<file path="src/rtl/debounce_pkg.sv">
`default_nettype none
// ============================================================================
//  Module      : debounce_pkg
//  Description : Shared types for the debounce bank. Holds the per-channel
//                hold/auto-repeat state type and its 2-bit encoding.
//  Revision    : 1.0 - initial release
// ============================================================================
package debounce_pkg;

    // Hold/auto-repeat state of one channel.
    typedef enum logic [1:0] {
        RPT_IDLE   = 2'd0,  // output low, or high but never risen since reset
        RPT_HOLD   = 2'd1,  // counting the initial hold delay
        RPT_REPEAT = 2'd2   // counting the auto-repeat period
    } rpt_state_t;

endpackage : debounce_pkg
`default_nettype wire

</file>
<file path="src/rtl/debounce_ch.sv">
`default_nettype none
// ============================================================================
//  Module      : debounce_ch
//  Description : One debounce channel: two-flop synchroniser, saturating
//                up/down integrator with hysteresis, registered edge pulses
//                and an optional hold-to-repeat pulse train.
//  Ports       : clk    - clock, all state on the rising edge
//                rst_n  - asynchronous active-low reset
//                i_in   - raw asynchronous input
//                o_out  - debounced level
//                o_rise - one-cycle pulse in the first cycle o_out reads 1
//                o_fall - one-cycle pulse in the first cycle o_out reads 0
//                o_rpt  - one-cycle hold/auto-repeat pulse
//  Revision    : 1.0 - initial release
// ============================================================================
module debounce_ch
    import debounce_pkg::*;
#(
    parameter int unsigned WIDTH         = 20,
    parameter logic        INIT          = 1'b0,
    parameter int unsigned REPEAT_EN     = 1,
    parameter int unsigned RPT_W         = 26,
    parameter int unsigned HOLD_CYCLES   = 50_000_000,
    parameter int unsigned PERIOD_CYCLES = 10_000_000
) (
    input  logic clk,
    input  logic rst_n,
    input  logic i_in,
    output logic o_out,
    output logic o_rise,
    output logic o_fall,
    output logic o_rpt
);

    localparam logic [WIDTH-1:0] c_CNT_ONE = WIDTH'(1);

    logic             r_sync1;
    logic             r_sync2;
    logic [WIDTH-1:0] r_cnt;
    logic [WIDTH-1:0] w_cnt_nxt;
    logic             r_out;
    logic             w_out_nxt;
    logic             r_rise;
    logic             r_fall;

    // Two-flop synchroniser for the asynchronous input.
    always_ff @(posedge clk or negedge rst_n) begin
        if (!rst_n) begin
            r_sync1 <= INIT;
            r_sync2 <= INIT;
        end else begin
            r_sync1 <= i_in;
            r_sync2 <= r_sync1;
        end
    end

    // Integrator: the level only flips once the counter is pinned at a rail
    // and the sample still agrees, so short glitches merely move the count.
    always_comb begin
        w_cnt_nxt = r_cnt;
        w_out_nxt = r_out;
        if (r_sync2) begin
            if (&r_cnt) begin
                w_out_nxt = 1'b1;
            end else begin
                w_cnt_nxt = r_cnt + c_CNT_ONE;
            end
        end else begin
            if (r_cnt == '0) begin
                w_out_nxt = 1'b0;
            end else begin
                w_cnt_nxt = r_cnt - c_CNT_ONE;
            end
        end
    end

    // Level and edge pulses share one register stage so they line up.
    always_ff @(posedge clk or negedge rst_n) begin
        if (!rst_n) begin
            r_cnt  <= {WIDTH{INIT}};
            r_out  <= INIT;
            r_rise <= 1'b0;
            r_fall <= 1'b0;
        end else begin
            r_cnt  <= w_cnt_nxt;
            r_out  <= w_out_nxt;
            r_rise <= w_out_nxt & ~r_out;
            r_fall <= ~w_out_nxt & r_out;
        end
    end

    assign o_out  = r_out;
    assign o_rise = r_rise;
    assign o_fall = r_fall;

    if (REPEAT_EN != 0) begin : g_rpt
        localparam logic [RPT_W-1:0] c_HOLD    = RPT_W'(HOLD_CYCLES);
        localparam logic [RPT_W-1:0] c_PERIOD  = RPT_W'(PERIOD_CYCLES);
        localparam logic [RPT_W-1:0] c_RPT_ONE = RPT_W'(1);

        rpt_state_t       r_state;
        rpt_state_t       w_state_nxt;
        logic [RPT_W-1:0] r_rcnt;
        logic [RPT_W-1:0] w_rcnt_nxt;
        logic             r_rpt;
        logic             w_rpt_nxt;

        always_ff @(posedge clk or negedge rst_n) begin
            if (!rst_n) begin
                r_state <= RPT_IDLE;
                r_rcnt  <= '0;
                r_rpt   <= 1'b0;
            end else begin
                r_state <= w_state_nxt;
                r_rcnt  <= w_rcnt_nxt;
                r_rpt   <= w_rpt_nxt;
            end
        end

        // The counter value k is held during the k-th cycle after the rise
        // cycle (or after the previous repeat). The pulse is registered from
        // the next-state view so it lands in the cycle where the count hits
        // its target.
        always_comb begin
            w_state_nxt = r_state;
            w_rcnt_nxt  = r_rcnt;
            case (r_state)
                RPT_IDLE: begin
                    w_rcnt_nxt = '0;
                    if (r_rise) begin
                        w_state_nxt = RPT_HOLD;
                        w_rcnt_nxt  = c_RPT_ONE;
                    end
                end
                RPT_HOLD: begin
                    if (r_rcnt == c_HOLD) begin
                        w_state_nxt = RPT_REPEAT;
                        w_rcnt_nxt  = c_RPT_ONE;
                    end else begin
                        w_rcnt_nxt = r_rcnt + c_RPT_ONE;
                    end
                end
                RPT_REPEAT: begin
                    if (r_rcnt == c_PERIOD) begin
                        w_rcnt_nxt = c_RPT_ONE;
                    end else begin
                        w_rcnt_nxt = r_rcnt + c_RPT_ONE;
                    end
                end
                default: begin
                    w_state_nxt = RPT_IDLE;
                    w_rcnt_nxt  = '0;
                end
            endcase
            // Level dropping wins over everything: back to idle in the same
            // edge that produces the fall pulse, so no repeat in that cycle.
            if (!w_out_nxt) begin
                w_state_nxt = RPT_IDLE;
                w_rcnt_nxt  = '0;
            end
            w_rpt_nxt = w_out_nxt &&
                        (((w_state_nxt == RPT_HOLD)   && (w_rcnt_nxt == c_HOLD)) ||
                         ((w_state_nxt == RPT_REPEAT) && (w_rcnt_nxt == c_PERIOD)));
        end

        assign o_rpt = r_rpt;
    end else begin : g_no_rpt
        assign o_rpt = 1'b0;
    end

endmodule : debounce_ch
`default_nettype wire

</file>
<file path="src/rtl/debounce_bank.sv">
`default_nettype none
// ============================================================================
//  Module      : debounce_bank
//  Description : CHANNELS independent debouncers for board buttons/switches,
//                each with edge pulses and optional hold-to-repeat.
//  Ports       : clk    - clock, all state on the rising edge
//                rst_n  - asynchronous active-low reset
//                i_in   - raw asynchronous inputs, one bit per channel
//                o_out  - debounced levels
//                o_rise - one-cycle pulses on 0->1 of o_out
//                o_fall - one-cycle pulses on 1->0 of o_out
//                o_rpt  - one-cycle hold/auto-repeat pulses
//  Revision    : 1.0 - initial release
// ============================================================================
module debounce_bank #(
    parameter int unsigned CHANNELS      = 8,
    parameter int unsigned WIDTH         = 20,
    parameter logic        INIT          = 1'b0,
    parameter int unsigned REPEAT_EN     = 1,
    parameter int unsigned RPT_W         = 26,
    parameter int unsigned HOLD_CYCLES   = 50_000_000,
    parameter int unsigned PERIOD_CYCLES = 10_000_000
) (
    input  logic                clk,
    input  logic                rst_n,
    input  logic [CHANNELS-1:0] i_in,
    output logic [CHANNELS-1:0] o_out,
    output logic [CHANNELS-1:0] o_rise,
    output logic [CHANNELS-1:0] o_fall,
    output logic [CHANNELS-1:0] o_rpt
);

    for (genvar g = 0; g < CHANNELS; g++) begin : g_ch
        debounce_ch #(
            .WIDTH         (WIDTH),
            .INIT          (INIT),
            .REPEAT_EN     (REPEAT_EN),
            .RPT_W         (RPT_W),
            .HOLD_CYCLES   (HOLD_CYCLES),
            .PERIOD_CYCLES (PERIOD_CYCLES)
        ) u_ch (
            .clk    (clk),
            .rst_n  (rst_n),
            .i_in   (i_in[g]),
            .o_out  (o_out[g]),
            .o_rise (o_rise[g]),
            .o_fall (o_fall[g]),
            .o_rpt  (o_rpt[g])
        );
    end

endmodule : debounce_bank
`default_nettype wire
</file>
<file path="config.mk">
export PLATFORM = sky130hd
export DESIGN_NAME = debounce_bank
export DESIGN_NICKNAME = d
export VERILOG_FILES = /design/src/rtl/debounce_pkg.sv /design/src/rtl/debounce_ch.sv /design/src/rtl/debounce_bank.sv
export SDC_FILE = /design/constraint.sdc
export NUM_CORES = 1
export LEC_CHECK = 0
export CAP_MARGIN = 20
export CORE_MARGIN = 3
export CORE_UTILIZATION = 58
export CTS_CLUSTER_DIAMETER = 150
export DETAILED_ROUTE_END_ITERATION = 6
export MAX_ROUTING_LAYER = met4
export PLACE_DENSITY = 0.86
export RECOVER_POWER = 25
export SYNTH_ARGS = -nofsm -noshare
export SYNTH_HDL_FRONTEND = slang
export SYNTH_SLANG_ARGS = --single-unit
</file>
<file path="constraint.sdc">
create_clock -name clk -period 3.1 [get_ports clk]
set_clock_uncertainty 0.1 [all_clocks]
set_input_delay 0.62 -clock clk [delete_from_list [all_inputs] [get_ports clk]]
set_output_delay 0.62 -clock clk [all_outputs]
set_load 0.01 [all_outputs]
</file>
======== Word level (Yosys, flattened, before mapping) ========
Index checks and enable logic that the tools add are counted.
storage, ports and cells
  register bits after elaboration ......... 432
  output and inout bits ................... 32
  input port bits ......................... 10
  logic and storage cells ................. 392
operators by class
  reduce and logical (&&, ||, !) cells .... 64
  add/sub/neg operators ................... 24
  eq/ne operators ......................... 80
  muxes and demuxes ....................... 120
  bitwise logic cells ..................... 32
operators by type and width
  operator                                                                 number
  26-bit 2-to-1 mux                                                        24
  26-bit case mux with 3 select lines                                      8
  20-bit 2-to-1 mux                                                        24
  26-bit by 24-bit equality test with 1-bit output, second input constant  16
  26-bit equality test, second input constant                              16
  26-bit by 1-bit adder with 26-bit output, second input constant          8
  20-bit by 1-bit adder with 20-bit output, second input constant          8
  20-bit logical NOT                                                       8
  20-bit AND reduction                                                     8
  20-bit by 1-bit subtractor with 20-bit output, second input constant     8
  2-bit 2-to-1 mux                                                         24
  2-bit case mux with 3 select lines                                       8
  2-bit by 1-bit equality test with 1-bit output, second input constant    16
  2-bit equality test, second input constant                               16
  1-bit 2-to-1 mux                                                         32
  1-bit logical AND                                                        24
  1-bit AND                                                                16
  2-bit logical NOT                                                        8
  2-bit by 1-bit != test with 1-bit output, second input constant          8
  2-bit != test, second input constant                                     8
  1-bit inverter                                                           16
  2-bit AND reduction                                                      8
  1-bit logical OR                                                         8

======== Longest topological paths before layout ========
Gate-level depths: netlist of run 1.
  depth after elaboration ................. 8
  gate-level depth with buffers ........... 12
  depth with buffers taken out ............ 11

======== Hierarchy ========
From an unflattened synthesis of run 1, not the netlist that was laid out.
unflattened totals
  cell total of the unflattened synthesis .. 3201
  area, all modules ....................... 28670.0 µm²
modules (own cells, without submodules)
  module                           instances  area each (µm²)  cells an instance
  debounce_ch at g_ch[0].u_ch ...  5          3617.2           403
  debounce_ch at g_ch[5].u_ch ...  2          3473.3           391
  debounce_ch at g_ch[7].u_ch      1          3637.2           404

======== Worst setup path after synthesis of run 1 ========
No wires, ideal clock.
  path type ............................... register -> register
  from .................................... reg g_ch[1].u_ch.r_sync2
  to ...................................... reg g_ch[1].u_ch.r_cnt[19]
  library setup time ...................... 0.127 ns
  path slack .............................. -0.174 ns
  stages on the path, launching flop included .. 12
  buffers on the path ..................... 0
  clock period less this slack ............ 3.274 ns
  arrival time ............................ 3.047 ns
  data required time ...................... 2.873 ns
  cell sequence ........................... dfrtp_1 inv_1 ha_1 o21a_1 a2111oi_0 o221a_2 o21ai_1 nor4_1 o31a_1 or3_1 o21ai_1 xor2_1
between the ends
  word-level cells in the longest chain between the ends .. 2
  elaborated cells on any way between the ends .. 4
ends and longest elaborated chain
  what                                                                                 RTL line           text
  start: declaration                                                                   debounce_ch.sv:38  logic r_sync2;
  start signal: assignment                                                             debounce_ch.sv:53  r_sync2 <= r_sync1;
  2-bit != test (no line) or 2-bit by 1-bit != test with 1-bit output (tied branches)  n/a
  2-bit AND reduction (no line)                                                        n/a
  end signal: assignment                                                               debounce_ch.sv:80  r_cnt <= {WIDTH{INIT}};
  end signal: assignment                                                               debounce_ch.sv:85  r_cnt <= w_cnt_nxt;
  end: declaration                                                                     debounce_ch.sv:39  logic [WIDTH-1:0] r_cnt;
Several ways; a longest one is shown, not always the timed one.
A chain may end at the register's enable or synchronous reset.

======== Worst setup path after layout of run 1 ========
  from .................................... reg g_ch[6].u_ch.r_cnt[19]
  to ...................................... reg g_ch[6].u_ch.g_rpt.r_rpt
between the ends
  word-level cells in the longest chain between the ends .. 8
  elaborated cells on any way between the ends .. 15
ends and longest elaborated chain
  what                                                                                      RTL line                                text
  start: declaration                                                                        debounce_ch.sv:39
  start signal: assignment                                                                  debounce_ch.sv:80
  start signal: assignment                                                                  debounce_ch.sv:85
  20-bit logical NOT or 20-bit AND reduction (tied branches)                                debounce_ch.sv:69, debounce_ch.sv:63
  1-bit 2-to-1 mux (on tied branches)                                                       debounce_ch.sv:69, debounce_ch.sv:63
  1-bit 2-to-1 mux *                                                                        debounce_ch.sv:62                       if (r_sync2) begin
  via g_ch[6].u_ch.w_out_nxt                                                                debounce_ch.sv:42                       logic w_out_nxt;
  26-bit 2-to-1 mux *                                                                       debounce_ch.sv:157                      if (!w_out_nxt) begin
  via g_ch[6].u_ch.g_rpt.w_rcnt_nxt[23]                                                     debounce_ch.sv:104                      logic [RPT_W-1:0] w_rcnt_nxt;
  26-bit equality test or 26-bit by 24-bit equality test with 1-bit output (tied branches)  debounce_ch.sv:162, debounce_ch.sv:163
  1-bit logical AND (on tied branches)                                                      debounce_ch.sv:162, debounce_ch.sv:163
  1-bit logical OR *                                                                        debounce_ch.sv:162                      (((w_state_nxt == RPT_HOLD) && (w_rcnt_nxt == c_HOLD)) ||
  1-bit logical AND *                                                                       debounce_ch.sv:161                      w_rpt_nxt = w_out_nxt &&
  via g_ch[6].u_ch.g_rpt.w_rpt_nxt                                                          debounce_ch.sv:106                      logic w_rpt_nxt;
  end signal: assignment                                                                    debounce_ch.sv:116                      r_rpt <= w_rpt_nxt;
  end: declaration                                                                          debounce_ch.sv:105                      logic r_rpt;
Mark *: on every way through the listed nets, which the timed path passes. The rest lies on a longest branch.

==> flow_summary.yaml, run 1 <==
outcome:
  status: "complete, but fails checks"
  violations_in_the_final_reports: "capacitance limit, slew limit, setup timing"
yosys:
  yosysWarningCount: 0
  synthAdderAreaFrac: 0.07936
  synth.lib_cells_used.distinct: 92
  synth-edff-count: 0
  synth_compound_gate_area_share: 0.1397
  syn_inst: 3051
  cell_type_contributing_the_most_total_cell_area_after_synthesis: "sky130_fd_sc_hd__dfrtp_1"
  post_synth_most_frequent_cells: "sky130_fd_sc_hd__dfrtp_1 (432), sky130_fd_sc_hd__nor2_1 (385), sky130_fd_sc_hd__nand2_1 (222)"
  netlist_area_um2: 27240
  synth_seq_area_share: 0.3968
  async_s_r_ff_share_synth: 1.000
  mux_cell_area_share_after_synthesis: 0.003352
  postSynthAreaPerCell_um2: 8.930
  synth_seq_cells: 432
  top_cells_by_area_synth: "sky130_fd_sc_hd__dfrtp_1 (40%), sky130_fd_sc_hd__ha_1 (7.3%), sky130_fd_sc_hd__xor2_1 (6.1%), sky130_fd_sc_hd__nor2_1 (5.3%), sky130_fd_sc_hd__xnor2_1 (4.7%)"
  synth_xor_area_frac: 0.1083
  synth.most_common_cell: "sky130_fd_sc_hd__dfrtp_1"
  combinational_family_with_the_most_area_after_synthesis: "simple AND/OR/NAND/NOR gates"
  yosys_most_used_dff: "sky130_fd_sc_hd__dfrtp_1"
  netlist.area_leader.share: 0.3968
  synth_simple_gate_area_share: 0.2370
  mappedNetlistNets: 3229
job:
  max_cap_viol_count: 1
sta:
  fin_crit_sh: 1.010
  timing.fmax_mhz: 319.4
  finalHoldViolations: 0
  final_max_slew_viol_count: 58
  maxSlewHeadroom: -0.07622
  setup_viol: 2
  final_critical_path_setup_slack_ns: -0.03101
  worst-slew-pin-transition_ns: 1.614
  unrepaired_setup_endpoints_after_global_routing: "true"
  finalCriticalPeriod_ns: 3.131
pwr:
  netSwitchingPower_mw: 8.890
  share_comb_of_total_power: 0.420
  peak_supply_drop_mv: 0.6180
  clock_power_share: 0.254
  cell_internal_pwr_mw: 15.43
  total_power_mw: 24.32
  leakagePower_nw: 12.97
  powerDensity_nw_per_um2: 775.7
  p_seq_frac: 0.325
  p_sw_frac: 0.3655
cts:
  cts.path.max_buffers: 3
  clkSlewWorstSetupHoldPaths_ns: 0.06
  clock_sink_count: 432
  cts_root_buffer_type: "sky130_fd_sc_hd__clkbuf_16"
  clock_insertion_delay_worst_skew_ns: 0.58
  cts_tree: "done"
  cts_inserted_buffers: 48
  clock_tree.htree_level_count: 2
final_layout:
  syn2layout_area_growth_pct: 15.10
  final_cells: 3807
  number_of_nets_in_the_final_layout: 3347
  antenna_cells_inserted: 0
  drive_gt1_frac: 0.1216
critical_path:
  cp_slowest_cell: "sky130_fd_sc_hd__nor4_1"
  critical_path.max_fanout: 7
  setup.worst_path.end_class: "flip-flop"
  worstReg2RegStart: "g_ch[6].u_ch.r_cnt[19]$_DFFE_PN0P_"
  worst-setup-path-type: "flip-flop to flip-flop"
  worstRegToRegCells: 11
  cp_slowest_stage_delay_ns: 0.51
  cp-start-kind: "flip-flop"
  crit_required_ns: 3.49
  rr_endpoint: "g_ch[6].u_ch.o_rpt$_DFF_PN0_"
  crit_chain: "nand4_1 > nor4_1 > nand2_1 > o21a_1 > inv_2 > nand2_4 > buf_6 > nor2_4 > or4b_1 > or4_4 > nor3_2"
  r2r_setup_slack_ns: -0.03
  cp_data_arrival_time_ns: 3.52
place:
  placement.io_buffers: 41
  dp_hpwl_mm: 44.82
  post-place-cells: 3684
  finalWeightedCongestion: 0.9420
detailed_routing:
  route.detailed.drc: 0
  totalWireLength_mm: 64.67
  avgRoutedWirePerCell_um: 16.99
  drt.antenna.violating_nets: 0
  drt-initial-drc-count: 2014
  vias: 23440
  first_pass_iters: 6
  vias_per_cell: 6.156
floorplan:
  dieHeight_um: 222.7
  core_area_um2: 45870
  die_w_um: 222.7
  area_of_the_die_um2: 49610
  boundaryPins: 42
  rows: 78
  floorplan.initialDensity: 0.5940
global_route:
  grt_max_degree: 79
  first_pass_grt_wire_length_mm: 108.0
  antenna_found_initial: 0
  number_of_global_route_vias_before_repair: 23130
  total_gr_overflow: 0
  total_global_route_track_usage: 0.2581
hold_path:
  holdPathStages: 0
  hold_path.class: "flip-flop to flip-flop"
  hold_path_end: "g_ch[0].u_ch.r_sync2$_DFF_PN0_"
  holdCritStartpoint: "g_ch[0].u_ch.r_sync1$_DFF_PN0_"
## sequential cells by signal (all words and copies together) (netlist names)
signal and cells:
g_ch.u_ch.g_rpt.r_rcnt 208, g_ch.u_ch.r_cnt 160, g_ch.u_ch.g_rpt.r_state 16, g_ch.u_ch.o_fall 8, g_ch.u_ch.o_out 8, g_ch.u_ch.o_rise 8
g_ch.u_ch.o_rpt 8, g_ch.u_ch.r_sync1 8, g_ch.u_ch.r_sync2 8
## power groups by stage
| stage | clock network (mW) | logic [mW] | registers (mW) |
|---|---|---|---|
| after floorplan | 0 | 7.69 | 7.63 |
| after global placement | 0 | 8.90 | 7.87 |
| after detailed placement | 0 | 9.47 | 7.92 |
| after CTS | 6.31 | 9.59 | 7.85 |
| after global routing | 6.56 | 11.4 | 8.04 |
| final | 6.19 | 10.2 | 7.92 |
## layout make-up
type | count | area (um2)
inverters | 94 | 364.1
fillers | 3344 | 14510
clock inverters | 27 | 394.1
clock buffers | 61 | 1321
multi-input cells | 2399 | 16100
flip-flops and latches | 432 | 10820
repair buffers | 194 | 1604
well taps | 600 | 750.7
## metrics by stage
step           setup TNS (ns)  utilization  setup slack, ns  instance area (um2)  hold slack (ns)
2_1_floorplan        -0.09745            -         -0.06802                27320           0.2244
3_3_place_gp         -0.02609       0.6288         -0.02609                28840           0.2329
3_5_place_dp          -0.3417       0.6288          -0.1385                28840           0.2371
4_1_cts              -0.02007       0.6679         -0.02007                30640           0.2506
5_1_grt                -2.827       0.6837          -0.1653                31360           0.2640
6_report             -0.03948       0.6837         -0.03101                31360           0.2477
## per-layer routing
layer  up-vias  track usage  part of all wire
met1     11410       0.3340              0.44
met2       706       0.4330              0.49
met4         0      0.07034             0.023
met3       144      0.03052             0.048
li1      11170            -                 -
met5         -            -                 0
## worst max path at each step
stage	start	to	slack (ns)	cells after the start
after floorplan	g_ch[3].u_ch.r_sync2$_DFF_PN0_	g_ch[3].u_ch.r_cnt[19]$_DFFE_PN0P_	-0.07	11
after global placement	g_ch[2].u_ch.g_rpt.r_rcnt[0]$_DFF_PN0_	g_ch[2].u_ch.o_rpt$_DFF_PN0_	-0.03	11
after detailed placement	g_ch[0].u_ch.r_sync2$_DFF_PN0_	g_ch[0].u_ch.r_cnt[19]$_DFFE_PN0P_	-0.14	12
after CTS	g_ch[0].u_ch.r_sync2$_DFF_PN0_	g_ch[0].u_ch.r_cnt[19]$_DFFE_PN0P_	-0.02	11
after global routing	g_ch[3].u_ch.r_sync2$_DFF_PN0_	g_ch[3].u_ch.r_cnt[19]$_DFFE_PN0P_	-0.17	11
final	g_ch[6].u_ch.r_cnt[19]$_DFFE_PN0P_	g_ch[6].u_ch.o_rpt$_DFF_PN0_	-0.03	11
## worst max-delay path, delay by kind of cell, from the launching register on
family | cells | cell delay, ns
and+or+nand+nor | 8 | 2.07
AOI/OAI and AO/OA | 1 | 0.16
buffers and inverters | 2 | 0.29
DFF | 1 | 0.42
## timing repair
action / in CTS / in global routing
endpoints found under the setup margin: 7 / 34
pin swaps: 1 / 52
hold buffers: 1 / 0
gates resized for setup: 8 / 117
setup buffers: 4 / 30
hold endpoints to repair: 53 / 0
## cells in the final DEF, fill, tap and decap left out, types with 17 or more instances in the layout
cell type                         synthesis  routed
sky130_fd_sc_hd__and3_1                  61      60
sky130_fd_sc_hd__o21a_1                  23      23
sky130_fd_sc_hd__xor2_1                 191     190
sky130_fd_sc_hd__nand3_1                148     148
sky130_fd_sc_hd__and4_1                  20      19
sky130_fd_sc_hd__nor4_1                  65      55
sky130_fd_sc_hd__inv_1                   91      83
sky130_fd_sc_hd__ha_1                   160     149
sky130_fd_sc_hd__nor3_1                  99      85
sky130_fd_sc_hd__nand4_1                 90      90
sky130_fd_sc_hd__a31oi_1                 22      21
sky130_fd_sc_hd__o21ai_0                163     160
sky130_fd_sc_hd__or3_1                   29      29
sky130_fd_sc_hd__clkdlybuf4s50_1          0      32
sky130_fd_sc_hd__a21oi_1                180     171
sky130_fd_sc_hd__nand2_1                222     222
sky130_fd_sc_hd__o21bai_1                18      17
sky130_fd_sc_hd__clkbuf_16                0      49
sky130_fd_sc_hd__a21o_1                  46      46
sky130_fd_sc_hd__nor2b_1                 20      20
sky130_fd_sc_hd__nand2b_1                19      18
sky130_fd_sc_hd__xnor2_1                146     146
sky130_fd_sc_hd__nor2_1                 385     377
sky130_fd_sc_hd__buf_4                   33     143
sky130_fd_sc_hd__o211ai_1                21      21
sky130_fd_sc_hd__dfrtp_1                432     422
## logic make-up after synthesis
logic type	Yosys count
AO/OA/AOI/OAI	609
XOR/XNOR	337
adder cells (fa/ha/maj)	168
buffers and inverters	220
flip-flops	432
multiplexers	9
AND/OR/NAND/NOR	1276
(Power assumes the default switching activity.)
==> run 2, diff against run 1 <==
Settings changed: SETUP_SLACK_MARGIN set to 0.5.
==> run 2 against run 1 <==
The flow finishes with violations (DRC); flip-flop and latch count did not move; total power increased by 18%; clock power up 3.6%.
==> flow_summary.yaml, run 2 (synthesis gave the netlist of run 1 again) <==
global_route:
  first_pass_grt_wire_length_mm: 120.3
  total_gr_overflow: 0
  grt_max_degree: 96
  antenna_found_initial: 0
  number_of_global_route_vias_before_repair: 25370
  total_global_route_track_usage: 0.2909
cts:
  cts_tree: "done"
  clock_tree.htree_level_count: 2
  clock_sink_count: 432
  cts.path.max_buffers: 3
  cts_inserted_buffers: 48
  clkSlewWorstSetupHoldPaths_ns: 0.07
  cts_root_buffer_type: "sky130_fd_sc_hd__clkbuf_16"
  clock_insertion_delay_worst_skew_ns: 0.59
floorplan:
  dieHeight_um: 222.7
  core_area_um2: 45870
  rows: 78
  floorplan.initialDensity: 0.5940
  area_of_the_die_um2: 49610
  die_w_um: 222.7
  boundaryPins: 42
critical_path:
  crit_family: "compound AO/OA/AOI/OAI gates"
  crit_top_cell: "sky130_fd_sc_hd__a211oi_2"
  worst-setup-path-type: "flip-flop to flip-flop"
  setup.worst_path.end_class: "flip-flop"
  cp-start-kind: "flip-flop"
  critical_path.max_fanout: 7
  cp_data_arrival_time_ns: 3.44
  cp_slowest_cell: "sky130_fd_sc_hd__dfrtp_1"
  crit_chain: "clkinvlp_4 > buf_12 > fa_2 > a211oi_4 > o21bai_2 > a31o_4 > a221oi_4 > a21oi_2 > a211oi_2 > a211oi_2 > xnor2_1 > a21oi_1"
  critPathBufInv: 2
  cp_slowest_stage_delay_ns: 0.42
  crit_required_ns: 3.45
detailed_routing:
  route.detailed.drc: 2
  totalWireLength_mm: 79.97
  avgRoutedWirePerCell_um: 20.01
  first_pass_iters: 7
  drt-initial-drc-count: 2585
  drt.antenna.violating_nets: 0
  vias_per_cell: 6.482
  vias: 25900
pwr:
  leakagePower_nw: 14.42
  netSwitchingPower_mw: 10.81
  clock_power_share: 0.224
  cell_internal_pwr_mw: 17.79
  p_sw_frac: 0.3779
  p_seq_frac: 0.285
  peak_supply_drop_mv: 0.6098
  total_power_mw: 28.60
  powerDensity_nw_per_um2: 806.1
  share_comb_of_total_power: 0.491
outcome:
  violations_in_the_final_reports: "DRC"
  status: "complete, but fails checks"
sta:
  final_max_slew_viol_count: 0
  unrepaired_setup_endpoints_after_global_routing: "true"
  fin_crit_sh: 0.9953
  finalCriticalPeriod_ns: 3.086
  timing.fmax_mhz: 324.1
  worst-slew-pin-transition_ns: 1.343
  setup_viol: 0
  finalHoldViolations: 0
  maxSlewHeadroom: 0.1045
  post_route_hold_slack_ns: 0.2520
final_layout:
  largest_register_ff_count: 208
  stdcell_area_um2: 35480
  final_cell_mix: "sky130_fd_sc_hd__dfrtp_1 (391), sky130_fd_sc_hd__nor2_1 (344), sky130_fd_sc_hd__buf_4 (254), sky130_fd_sc_hd__nand2_1 (212), sky130_fd_sc_hd__xor2_1 (188)"
  syn2layout_area_growth_pct: 30.22
  number_of_nets_in_the_final_layout: 3537
  n_fill_cell: 2623
  layout_top_registers: "g_ch.u_ch.g_rpt.r_rcnt: 208 flops, g_ch.u_ch.r_cnt: 160 flops, g_ch.u_ch.g_rpt.r_state: 16 flops"
  layout_commonest_cell: "sky130_fd_sc_hd__dfrtp_1"
  top_register: "g_ch.u_ch.g_rpt.r_rcnt"
  drive_gt1_frac: 0.2668
  antenna_cells_inserted: 0
job:
  max_cap_viol_count: 0
hold_path:
  hold_path.class: "flip-flop to flip-flop"
place:
  dp_hpwl_mm: 44.79
  placement.io_buffers: 41
  post_dp_cell_area_um2: 29480
  finalWeightedCongestion: 0.9620
[run 2: cell types whose count changed in the layout (fill, tap and decap cells not counted), moves of 47 or more]
cell | before | now
sky130_fd_sc_hd__buf_4 | 143 | 254
sky130_fd_sc_hd__buf_6 | 4 | 64
sky130_fd_sc_hd__ha_1 | 149 | 93
sky130_fd_sc_hd__ha_4 | 8 | 55
sky130_fd_sc_hd__o21ai_0 | 160 | 98
sky130_fd_sc_hd__o21ai_1 | 5 | 55
[run 2: worst reg2reg max path, delay by kind of cell (launching register included)]
kind	cells	cell delay [ns]
DFF	1	0.42
adders and majority gates	1	0.40
AOI/OAI and AO/OA	8	1.56
buffers and inverters	2	0.32
xor gates and xnor gates	1	0.16
[run 2: path summary, 6_finish.rpt]
check | from | end | slack [ns] | depth (start not counted)
max in group asynchronous | rst_n | g_ch[7].u_ch.g_rpt.r_rcnt[0]$_DFF_PN0_ | 0.73 | 3
max reg2reg | g_ch[1].u_ch.r_sync2$_DFF_PN0_ | g_ch[1].u_ch.r_cnt[18]$_DFFE_PN0P_ | 0.01 | 12
max | g_ch[1].u_ch.r_sync2$_DFF_PN0_ | g_ch[1].u_ch.r_cnt[18]$_DFFE_PN0P_ | 0.01 | 12
min in group asynchronous | rst_n | g_ch[7].u_ch.g_rpt.r_rcnt[19]$_DFF_PN0_ | 0.78 | 2
min reg2reg | g_ch[2].u_ch.r_sync1$_DFF_PN0_ | g_ch[2].u_ch.r_sync2$_DFF_PN0_ | 0.25 | 0
min | g_ch[2].u_ch.r_sync1$_DFF_PN0_ | g_ch[2].u_ch.r_sync2$_DFF_PN0_ | 0.25 | 0
[run 2: area by class of cell]
class	instances	area (um2)	area share
Tap cell	600	750.7	0.02116
Sequential cell	432	10860	0.3062
Timing Repair inverter	1	7.507	0.0002116
Timing Repair Buffer	381	3359	0.09469
Clock buffer	60	1328	0.03742
Multi-Input combinational cell	2401	18350	0.5172
Clock inverter	27	435.4	0.01227
Inverter	94	385.4	0.01086
[run 2: per-stage QoR]
stage	util	cells	worst slack (ns)	TNS, ns
after CTS	0.7299	3912	0.08024	0
after global routing	0.7735	3996	-0.07945	-0.2430
final	0.7735	3996	0.01447	0
after detailed placement	0.6426	3666	-0.05950	-0.08616
after global placement	0.6426	3666	0.01579	0
after floorplan	-	3051	-0.06688	-0.1162
[run 2: power by group through the flow]
| stage | registers, mW | logic (mW) | clock network (mW) |
|---|---|---|---|
| 5_1_grt | 8.26 | 15.2 | 6.73 |
| 4_1_cts | 8.02 | 11.6 | 6.47 |
| 6_report | 8.14 | 14.0 | 6.41 |
| 3_3_place_gp | 7.96 | 9.57 | 0 |
| 2_1_floorplan | 7.73 | 8.30 | 0 |
| 3_5_place_dp | 8.04 | 10.2 | 0 |
[run 2: layer usage]
metal / up-vias / part of all wire / GRT usage
met5: - / 0 / -
met2: 1246 / 0.51 / 0.4983
li1: 11580 / - / -
met3: 403 / 0.060 / 0.03911
met4: 0 / 0.048 / 0.1243
met1: 12680 / 0.39 / 0.3451
[run 2: repair_timing]
action / CTS / global route
gates cloned: 3 / 1
hold endpoints to repair: 35 / 0
endpoints found under the setup margin: 76 / 116
pin swaps: 170 / 224
setup buffers: 155 / 83
gates resized for setup: 219 / 319
hold buffers: 1 / 0
